[src/rtl/work_sender_pkg.sv]
// Shared constants and TX state encoding for the work_sender host-side serial block.
package work_sender_pkg;

    localparam int unsigned WorkBytes  = 76;
    localparam int unsigned NonceBytes = 4;
    localparam int unsigned WorkBits   = WorkBytes * 8;

    typedef enum logic [1:0] {
        StIdle,
        StStart,
        StHold,
        StDrain
    } tx_state_e;

endpackage

[src/rtl/work_sender_uart.sv]
// 8N1 UART with independent tx/rx. Carries no reset: every counter runs down to idle on its own,
// so a frame in flight always completes.
module work_sender_uart #(
    parameter int unsigned Clock       = 25000000,
    parameter int unsigned Baud        = 57600,
    parameter int unsigned SamplePoint = 8
) (
    input  logic       clk_i,
    input  logic       rx_i,
    output logic       tx_o,
    input  logic       tx_start_i,
    input  logic [7:0] tx_byte_i,
    output logic       tx_busy_o,
    output logic [7:0] rx_byte_o,
    output logic       rx_data_ready_o,
    output logic       rx_error_o
);

    localparam int unsigned ClksPerBit = Clock / Baud;
    localparam int unsigned DivW       = (ClksPerBit > 1) ? $clog2(ClksPerBit) : 1;
    // SamplePoint is in sixteenths of a bit period.
    localparam int unsigned SampleOffs = ClksPerBit * SamplePoint / 16;
    localparam logic [DivW-1:0] BitReload   = DivW'(ClksPerBit - 1);
    localparam logic [DivW-1:0] StartReload = (SampleOffs > 1) ? DivW'(SampleOffs - 1) : '0;

    logic [3:0]      tx_bits_q, tx_bits_d;
    logic [DivW-1:0] tx_div_q, tx_div_d;
    logic [9:0]      tx_frame_q, tx_frame_d;

    always_comb begin
        tx_bits_d  = tx_bits_q;
        tx_div_d   = tx_div_q;
        tx_frame_d = tx_frame_q;
        if (tx_bits_q == 4'd0) begin
            if (tx_start_i) begin
                tx_frame_d = {1'b1, tx_byte_i, 1'b0};
                tx_bits_d  = 4'd10;
                tx_div_d   = BitReload;
            end
        end else if (tx_div_q == '0) begin
            tx_frame_d = {1'b1, tx_frame_q[9:1]};
            tx_bits_d  = tx_bits_q - 4'd1;
            tx_div_d   = BitReload;
        end else begin
            tx_div_d = tx_div_q - 1'b1;
        end
    end

    always_ff @(posedge clk_i) begin
        tx_bits_q  <= tx_bits_d;
        tx_div_q   <= tx_div_d;
        tx_frame_q <= tx_frame_d;
    end

    assign tx_busy_o = (tx_bits_q != 4'd0);
    assign tx_o      = tx_busy_o ? tx_frame_q[0] : 1'b1;

    logic [1:0]      rx_sync_q;
    logic            rx_prev_q;
    logic            rx_s;
    logic [3:0]      rx_bits_q, rx_bits_d;
    logic [DivW-1:0] rx_div_q, rx_div_d;
    logic [7:0]      rx_shreg_q, rx_shreg_d;
    logic [7:0]      rx_byte_q, rx_byte_d;
    logic            rx_ready_q, rx_ready_d;
    logic            rx_err_q, rx_err_d;

    assign rx_s = rx_sync_q[1];

    always_comb begin
        rx_bits_d  = rx_bits_q;
        rx_div_d   = rx_div_q;
        rx_shreg_d = rx_shreg_q;
        rx_byte_d  = rx_byte_q;
        rx_ready_d = 1'b0;
        rx_err_d   = 1'b0;
        if (rx_bits_q == 4'd0) begin
            if (rx_prev_q && !rx_s) begin
                rx_bits_d = 4'd10;
                rx_div_d  = StartReload;
            end
        end else if (rx_div_q == '0) begin
            rx_div_d  = BitReload;
            rx_bits_d = rx_bits_q - 4'd1;
            if (rx_bits_q == 4'd10) begin
                // Start bit gone high again: glitch, not a frame.
                if (rx_s) rx_bits_d = 4'd0;
            end else if (rx_bits_q == 4'd1) begin
                if (rx_s) begin
                    rx_ready_d = 1'b1;
                    rx_byte_d  = rx_shreg_q;
                end else begin
                    rx_err_d = 1'b1;
                end
            end else begin
                rx_shreg_d = {rx_s, rx_shreg_q[7:1]};
            end
        end else begin
            rx_div_d = rx_div_q - 1'b1;
        end
    end

    always_ff @(posedge clk_i) begin
        rx_sync_q  <= {rx_sync_q[0], rx_i};
        rx_prev_q  <= rx_s;
        rx_bits_q  <= rx_bits_d;
        rx_div_q   <= rx_div_d;
        rx_shreg_q <= rx_shreg_d;
        rx_byte_q  <= rx_byte_d;
        rx_ready_q <= rx_ready_d;
        rx_err_q   <= rx_err_d;
    end

    assign rx_byte_o       = rx_byte_q;
    assign rx_data_ready_o = rx_ready_q;
    assign rx_error_o      = rx_err_q;

endmodule

[src/rtl/work_sender.sv]
// Serializes 608-bit work units MSB byte first and gathers returned 4-byte nonces.
// Define NONCE_RESYNC_EN to drop a partial nonce after ResyncCycles of rx silence.
module work_sender
    import work_sender_pkg::*;
#(
    parameter int unsigned Clock       = 25000000,
    parameter int unsigned Baud        = 57600,
    parameter int unsigned SamplePoint = 8
`ifdef NONCE_RESYNC_EN
    ,
    parameter int unsigned ResyncCycles = 43400
`endif
) (
    input  logic                clk_i,
    input  logic                rst_i,
    input  logic                rx_i,
    output logic                tx_o,
    input  logic [WorkBits-1:0] work_i,
    input  logic                work_valid_i,
    output logic                work_ready_o,
    output logic                tx_busy_o,
    output logic [31:0]         nonce_o,
    output logic                nonce_valid_o,
    output logic [7:0]          drop_count_o
);

    logic       tx_start;
    logic [7:0] tx_byte;
    logic       uart_tx_busy;
    logic [7:0] uart_rx_byte;
    logic       uart_rx_ready;
    logic       uart_rx_error;

    work_sender_uart #(
        .Clock       (Clock),
        .Baud        (Baud),
        .SamplePoint (SamplePoint)
    ) u_uart (
        .clk_i           (clk_i),
        .rx_i            (rx_i),
        .tx_o            (tx_o),
        .tx_start_i      (tx_start),
        .tx_byte_i       (tx_byte),
        .tx_busy_o       (uart_tx_busy),
        .rx_byte_o       (uart_rx_byte),
        .rx_data_ready_o (uart_rx_ready),
        .rx_error_o      (uart_rx_error)
    );

    tx_state_e           state_q, state_d;
    logic [WorkBits-1:0] shreg_q, shreg_d;
    logic [6:0]          tx_cnt_q, tx_cnt_d;

    assign tx_byte   = shreg_q[WorkBits-1 -: 8];
    assign tx_busy_o = (state_q != StIdle);

    always_comb begin
        state_d      = state_q;
        shreg_d      = shreg_q;
        tx_cnt_d     = tx_cnt_q;
        tx_start     = 1'b0;
        work_ready_o = 1'b0;
        unique case (state_q)
            StIdle: begin
                work_ready_o = !uart_tx_busy;
                if (work_valid_i && work_ready_o) begin
                    shreg_d  = work_i;
                    tx_cnt_d = '0;
                    state_d  = StStart;
                end
            end
            StStart: begin
                tx_start = 1'b1;
                shreg_d  = {shreg_q[WorkBits-9:0], 8'h00};
                state_d  = StHold;
            end
            // The uart raises its busy flag one cycle after tx_start.
            StHold: state_d = StDrain;
            StDrain: begin
                if (!uart_tx_busy) begin
                    tx_cnt_d = tx_cnt_q + 7'd1;
                    state_d  = (tx_cnt_d == 7'(WorkBytes)) ? StIdle : StStart;
                end
            end
            default: state_d = StIdle;
        endcase
    end

    always_ff @(posedge clk_i) begin
        if (rst_i) begin
            state_q  <= StIdle;
            tx_cnt_q <= '0;
        end else begin
            state_q  <= state_d;
            tx_cnt_q <= tx_cnt_d;
        end
        shreg_q <= shreg_d;
    end

    logic [1:0]  rx_cnt_q, rx_cnt_d;
    logic [23:0] nshreg_q, nshreg_d;
    logic [31:0] nonce_q, nonce_d;
    logic        nonce_valid_q, nonce_valid_d;
    logic [7:0]  drop_q, drop_d;
    logic        drop_inc;

`ifdef NONCE_RESYNC_EN
    localparam int unsigned GapW = $clog2(ResyncCycles + 1);
    logic [GapW-1:0] gap_q, gap_d;
`endif

    always_comb begin
        rx_cnt_d      = rx_cnt_q;
        nshreg_d      = nshreg_q;
        nonce_d       = nonce_q;
        nonce_valid_d = 1'b0;
        drop_d        = drop_q;
        drop_inc      = 1'b0;
`ifdef NONCE_RESYNC_EN
        gap_d         = '0;
`endif
        if (uart_rx_error) begin
            rx_cnt_d = '0;
            drop_inc = (rx_cnt_q != 2'd0);
        end else if (uart_rx_ready) begin
            nshreg_d = {nshreg_q[15:0], uart_rx_byte};
            rx_cnt_d = rx_cnt_q + 2'd1;
            if (rx_cnt_q == 2'(NonceBytes - 1)) begin
                nonce_d       = {nshreg_q, uart_rx_byte};
                nonce_valid_d = 1'b1;
            end
        end
`ifdef NONCE_RESYNC_EN
        else if (rx_cnt_q != 2'd0) begin
            if (gap_q == GapW'(ResyncCycles)) begin
                rx_cnt_d = '0;
                drop_inc = 1'b1;
            end else begin
                gap_d = gap_q + 1'b1;
            end
        end
`endif
        if (drop_inc && drop_q != 8'hff) drop_d = drop_q + 8'd1;
    end

    always_ff @(posedge clk_i) begin
        if (rst_i) begin
            rx_cnt_q      <= '0;
            nshreg_q      <= '0;
            nonce_q       <= '0;
            nonce_valid_q <= 1'b0;
            drop_q        <= '0;
`ifdef NONCE_RESYNC_EN
            gap_q         <= '0;
`endif
        end else begin
            rx_cnt_q      <= rx_cnt_d;
            nshreg_q      <= nshreg_d;
            nonce_q       <= nonce_d;
            nonce_valid_q <= nonce_valid_d;
            drop_q        <= drop_d;
`ifdef NONCE_RESYNC_EN
            gap_q         <= gap_d;
`endif
        end
    end

    assign nonce_o       = nonce_q;
    assign nonce_valid_o = nonce_valid_q;
    assign drop_count_o  = drop_q;

endmodule
[config.mk]
export PLATFORM = sky130hd
export DESIGN_NAME = work_sender
export DESIGN_NICKNAME = d
export VERILOG_FILES = /design/src/rtl/work_sender_pkg.sv /design/src/rtl/work_sender_uart.sv /design/src/rtl/work_sender.sv
export SDC_FILE = /design/constraint.sdc
export NUM_CORES = 1
export LEC_CHECK = 0
export ABC_AREA = 1
export CELL_PAD_IN_SITES_DETAIL_PLACEMENT = 0
export CELL_PAD_IN_SITES_GLOBAL_PLACEMENT = 1
export CORE_MARGIN = 2
export CORE_UTILIZATION = 35
export DETAILED_ROUTE_END_ITERATION = 7
export PLACE_DENSITY_LB_ADDON = 0.05
export REMOVE_ABC_BUFFERS = 1
export SLEW_MARGIN = 40
export SYNTH_ARGS = -nofsm -noshare
export SYNTH_HDL_FRONTEND = slang
export SYNTH_HIERARCHICAL = 1
export SYNTH_SLANG_ARGS = --single-unit
[constraint.sdc]
create_clock -name clk_i -period 38.2 [get_ports clk_i]
set_clock_uncertainty 0.2 [all_clocks]
set_input_delay 5.73 -clock clk_i [delete_from_list [all_inputs] [get_ports clk_i]]
set_output_delay 5.73 -clock clk_i [all_outputs]
set_load 0.01 [all_outputs]
==> results of run 1 <==
## cells in the final DEF (no fill, tap or decap), types with 2 or more instances in the layout
master / n
nand2_1: 1913
edfxtp_1: 659
clkdlybuf4s50_1: 655
nor2_1: 113
clkbuf_16: 85
dfxtp_1: 81
inv_1: 70
o21ai_0: 54
nand3_1: 35
diode_2: 28
a21oi_1: 25
clkbuf_1: 21
clkinv_2: 17
clkinv_1: 15
ha_1: 14
buf_6: 10
xor2_1: 8
nor3_1: 7
o21ai_1: 7
inv_2: 6
nand2_2: 6
nor2_2: 5
bufinv_16: 5
buf_12: 5
nand4_1: 4
clkinvlp_4: 4
buf_16: 4
or2_2: 4
clkinv_8: 3
a211oi_2: 3
inv_6: 3
buf_4: 3
nand2_4: 2
xnor2_1: 2
a211oi_1: 2
a21oi_2: 2
inv_16: 2
nor2_4: 2
## worst paths after layout
| check | startpoint | end | slack [ps] | depth (start not counted) |
|---|---|---|---|---|
| worst max-delay path | work_valid_i | shreg_q[190] | 28570 | 7 |
| worst min-delay path | u_uart/rx_sync_q[0] | u_uart/rx_sync_q[1] | 130 | 0 |
| worst max register to register | u_uart/tx_bits_q[0] | shreg_q[190] | 32580 | 12 |
| worst min register to register | u_uart/rx_sync_q[0] | u_uart/rx_sync_q[1] | 130 | 0 |
## routing by layer
layer / up-vias / GRT usage / part of all wire / wire, um
met5: - / 0 / 0.0046 / 404
met3: 174 / 0.0588 / 0.070 / 6170
met2: 518 / 0.313 / 0.49 / 43300
met4: 62 / 0.0756 / 0.026 / 2260
met1: 10862 / 0.225 / 0.41 / 35900
li1: 11541 / - / - / -
## final cells by class
type	count	share of cell area
Tap cell	1176	0.0353
Clock inverter	49	0.0103
Sequential cell	740	0.514
Antenna cell	28	0.00168
Clock buffer	107	0.0533
Timing Repair Buffer	677	0.166
Multi-Input combinational cell	2217	0.213
Inverter	78	0.00739
## where the power goes
group          total (mW)  switching [mW]  leakage, nW  internal, mW
Combinational       0.666           0.467         9.16         0.199
Sequential           1.50           0.102         6.89          1.40
Clock               0.783           0.334         1.29         0.448
Total                2.95           0.903         17.3          2.04
## kinds of logic after synthesis
group	Yosys count
adders and majority gates	15
AOI/OAI and AO/OA	97
buffers and inverters	231
DFF	740
xor gates and xnor gates	10
and+or+nand+nor	2095
## state kept, by name, summed over array words and instances (netlist names)
name,count
shreg_q,608
nonce_o,32
nshreg_q,24
u_uart/rx_div_q,9
u_uart/tx_div_q,9
u_uart/tx_frame_q,9
drop_count_o,8
u_uart/rx_byte_o,8
u_uart/rx_shreg_q,8
tx_cnt_q,7
u_uart/rx_bits_q,4
u_uart/tx_bits_q,4
rx_cnt_q,2
state_q,2
u_uart/rx_sync_q,2
nonce_valid_o,1
u_uart/rx_data_ready_o,1
u_uart/rx_error_o,1
u_uart/rx_prev_q,1
## critical path, delay by kind of cell
kind	cells	cell delay (ps)
AOI/OAI and AO/OA	2	690
buffers and inverters	5	3030
==> impl_metrics.toml, run 1 <==
[sta]
min_period_ps = 9630
setup_viol = 0
max_freq_mhz = 104
hold_viol_final = 0
post-route-period-util = 0.252
slew_headroom = 0.472
worst_slew_pin_slew_ps = 790
holdWs_ps = 128
finalSetupTns_ps = 0
slew_violations = 0
timing.final.ws_setup_ps = 28570
rsz0062_at_grt = "false"

[yosys]
synth_compound_area_frac = 0.0168
synth_cell_types = 34
syn_area_per_cell_um2 = 9.88
muxShareOfSynthArea = 0
ys_ff_latch = 740
synth_edf_count = 659
synth_top_family_by_area = "simple AND/OR/NAND/NOR gates"
synth_common_cells = "1913 x nand2_1, 659 x edfxtp_1, 114 x nor2_1"
syn_area_um2 = 31500
synthAdderAreaFrac = 0.00596
synth_flop_cell = "edfxtp_1"
synthCells = 3188
yosysTopAreaCellShare = 0.628
synth_most_common_cell = "nand2_1"
post-synth-top-area-cell = "edfxtp_1"
synth-xor-area-share = 0.00278
synth_area_leaders = "edfxtp_1 63%, nand2_1 23%, dfxtp_1 5.1%"
async_flop_share = 0
yosysWarnings = 6
seq_area_frac_synth = 0.680
synth-simple-area-share = 0.255

[critical_path]
crit_type = "primary input to register"
crit_fanout = 74
cp.required_ps = 38250
crit_path_end_kind = "register"
critPathArrivalTime_ps = 9680
cpMaxStageDelayCell = "buf_4"
worst_path_most_repeated_cell = "buf_6"
crit_chain = "clkdlybuf4s50_1 > a21oi_1 > a21oi_4 > buf_6 > buf_4 > buf_6 > buf_6"
startpoint_type = "primary input"
worst_path_largest_cell_delay_ps = 670

[finish]
regArea_um2 = 21400
area_growth_pct = 32.3
post-route-util = 0.465
layout-drive-gt1-share = 0.0465
fill_cells = 8606
post_layout_nonfiller_instances = 5072
final_net_count = 4426
multiInputGateArea_um2 = 8850
fin_area_um2 = 41700

[clock_network]
post_cts_buffers = 0
path_clk_slew_ps = 60
clock_sinks = 740
cts_root_buf = "clkbuf_16"
htreeDepth = 3
cts_buffers = 85
cts_resized = 0
clock_latency_ps = 630
cts_tree = "yes"
ctsHoldBuffers = 0
clockBufferDepth = 3

[placement]
pre_cts_slack_ps = 27880
routabilityCongestion = 0.795
numPlacedInstances = 4888
dp_hpwl_um = 60600
place_area_um2 = 38900
portBuffers = 655

[job]
cap_violations = 0

[route]
wl_um = 88000
dr_total_vias = 23157
ant_nets = 0
drt-pass1-iter-count = 4
routed_via_density = 4.57
drtIter0Drc = 1484
drc_errors = 0
wl_per_cell_um = 17.4

[grt]
grt_pass1_vias = 23964
grt_max_degree = 138
grt.overflow.total = 0
grt_pass1_wl_um = 136000
grt_usage = 0.187
antenna_found_initial = 57

[die]
fp.dieH_um = 304
die_x_um = 304
pin_count = 656
rows = 110
initial_core_util = 0.351
design.die.area_um2 = 92400
core_area_um2 = 89600

[status]
status = "finished clean"

[power_and_ir_drop]
p_total_mw = 2.95
peakVddDrop_v = 0.0000520
powerDensity_nw_per_um2 = 70.8
p_leak_nw = 17.3

[min_path]
holdCritPathClass = "register to register"
No activity file was read; power rests on OpenSTA's default activity.
==> run 2: changes to the inputs <==
==> constraint.sdc (replaced) <==
create_clock -name clk_i -period 8.5 [get_ports clk_i]
set_clock_uncertainty 0.2 [all_clocks]
set_input_delay 1.275 -clock clk_i [delete_from_list [all_inputs] [get_ports clk_i]]
set_output_delay 1.275 -clock clk_i [all_outputs]
set_load 0.01 [all_outputs]
==> run 2 against run 1 <==
Cell count down 0.12%. Via count hardly changed. Sequential power grew to 4.5 times the previous value. Die area unchanged. Clock power increased to 4.8 times the previous value. Worst setup slack got worse by 24000 ps. Wire length decreased by 0.23%. First-iteration DRC count up 2.6%. Non-clock buffer count fell by 1. Core utilization rose by 0.15 points.
==> impl_metrics.toml, run 2 (synthesis gave the netlist of run 1 again) <==
[clock_network]
path_clk_slew_ps = 60
clock_latency_ps = 630
htreeDepth = 3
cts_resized = 0
cts_buffers = 85
cts_tree = "yes"
clock_sinks = 740
ctsHoldBuffers = 0
clockBufferDepth = 3
cts_root_buf = "clkbuf_16"
post_cts_buffers = 0

[finish]
largest_register_ffs = 608
final_cell_mix = "1913 x nand2_1, 659 x edfxtp_1, 655 x clkdlybuf4s50_1"
layout-drive-gt1-share = 0.0463
fill_cells = 8575
regMostFlops = "shreg_q"
mostFrequentLayoutCell = "nand2_1"
final_net_count = 4425
area_growth_pct = 32.7
post-route-util = 0.466

[route]
dr_total_vias = 23141
drc_errors = 0
wl_per_cell_um = 17.3
routed_via_density = 4.57
wl_um = 87800
drtIter0Drc = 1523
drt-pass1-iter-count = 7
ant_nets = 0

[status]
status = "finished clean"

[power_and_ir_drop]
peakVddDrop_v = 0.000229
p_leak_nw = 17.4
powerDensity_nw_per_um2 = 321

[grt]
grt_usage = 0.187
grt_pass1_vias = 23852
grt_pass1_wl_um = 135000
antenna_found_initial = 54
grt_max_degree = 156
grt.overflow.total = 0

[min_path]
worstHoldPathCells = 0
hold_path_startpoint = "u_uart/rx_sync_q[0]"
holdCritPathClass = "register to register"
min_to = "u_uart/rx_sync_q[1]"

[critical_path]
crit_family = "buffers and inverters"
crit_fanout = 14
crit_buf_inv = 3
rr_endpoint = "shreg_q[344]"
crit_cells = 7
startpoint_type = "register"
reg2regPathDepth = 10
worst_path_largest_cell_delay_ps = 620
cpMaxStageDelayCell = "clkdlybuf4s50_1"
critPathArrivalTime_ps = 2930
crit_type = "register to output pin"
worst_path_most_repeated_cell = "inv_1"
crit_chain = "inv_1 > ha_1 > nand2_1 > nor2_2 > inv_1 > nor2_1 > clkdlybuf4s50_1"
crit_path_end_kind = "output pin"
r2r_slack_ps = 4650
cp.required_ps = 7030
r2r_start = "u_uart/tx_bits_q[0]"

[placement]
pre_cts_slack_ps = 4050
portBuffers = 655
routabilityCongestion = 0.800
dp_hpwl_um = 60200

[sta]
min_period_ps = 4410
hold_viol_final = 0
timing.final.ws_setup_ps = 4090
slew_violations = 0
holdWs_ps = 132
slew_headroom = 0.415
rsz0062_at_grt = "false"
post-route-period-util = 0.518
worst_slew_pin_slew_ps = 878
max_freq_mhz = 227
finalSetupTns_ps = 0
setup_viol = 0

[job]
cap_violations = 0

[die]
die_x_um = 304
initial_core_util = 0.351
pin_count = 656
rows = 110
core_area_um2 = 89600
design.die.area_um2 = 92400
fp.dieH_um = 304
-- run 2: area by class of cell --
| cell class | count | area (um^2) | share of cell area |
|---|---|---|---|
| timing repair buffer | 676 | 6870 | 0.164 |
| clock inverter | 54 | 551 | 0.0132 |
| tap | 1176 | 1470 | 0.0352 |
| antenna | 24 | 60.1 | 0.00144 |
| clock buffer | 101 | 2270 | 0.0544 |
| multi-input combinational | 2217 | 8850 | 0.212 |
| inverter | 78 | 308 | 0.00736 |
| sequential | 740 | 21400 | 0.512 |
-- run 2: routing by layer --
layer / up-vias / track usage / wire, um
li1: 11534 / - / -
met1: 10867 / 0.222 / 36000
met2: 523 / 0.318 / 43700
met3: 153 / 0.0600 / 6020
met4: 64 / 0.0677 / 1620
met5: - / 0 / 418
-- run 2: worst max-delay path by stage --
stage / start / to / slack, ps
3_5_place_dp: work_valid_i / shreg_q[14] / 4050
6_report: u_uart/tx_bits_q[0] / work_ready_o / 4090
2_1_floorplan: state_q[0] / shreg_q[0] / -50280
5_1_grt: u_uart/tx_bits_q[0] / work_ready_o / 3840
3_3_place_gp: work_valid_i / shreg_q[0] / 4180
4_1_cts: u_uart/tx_bits_q[0] / work_ready_o / 4030
-- run 2: power breakdown --
part	switching [mW]	total, mW	internal, mW
clock	1.48	3.72	2.24
sequential	0.459	6.74	6.28
combinational	2.09	2.97	0.885
total	4.03	13.4	9.40
-- run 2: stage by stage --
| stage | std cells | power [mW] | area (um^2) |
|---|---|---|---|
| floorplan | 3035 | 7.87 | 30500 |
| global placement | 4883 | 9.74 | 38800 |
| detailed placement | 4886 | 9.84 | 38900 |
| CTS | 5041 | 13.7 | 41700 |
| global route | 5060 | 14.3 | 41800 |
| finish | 5066 | 13.4 | 41800 |
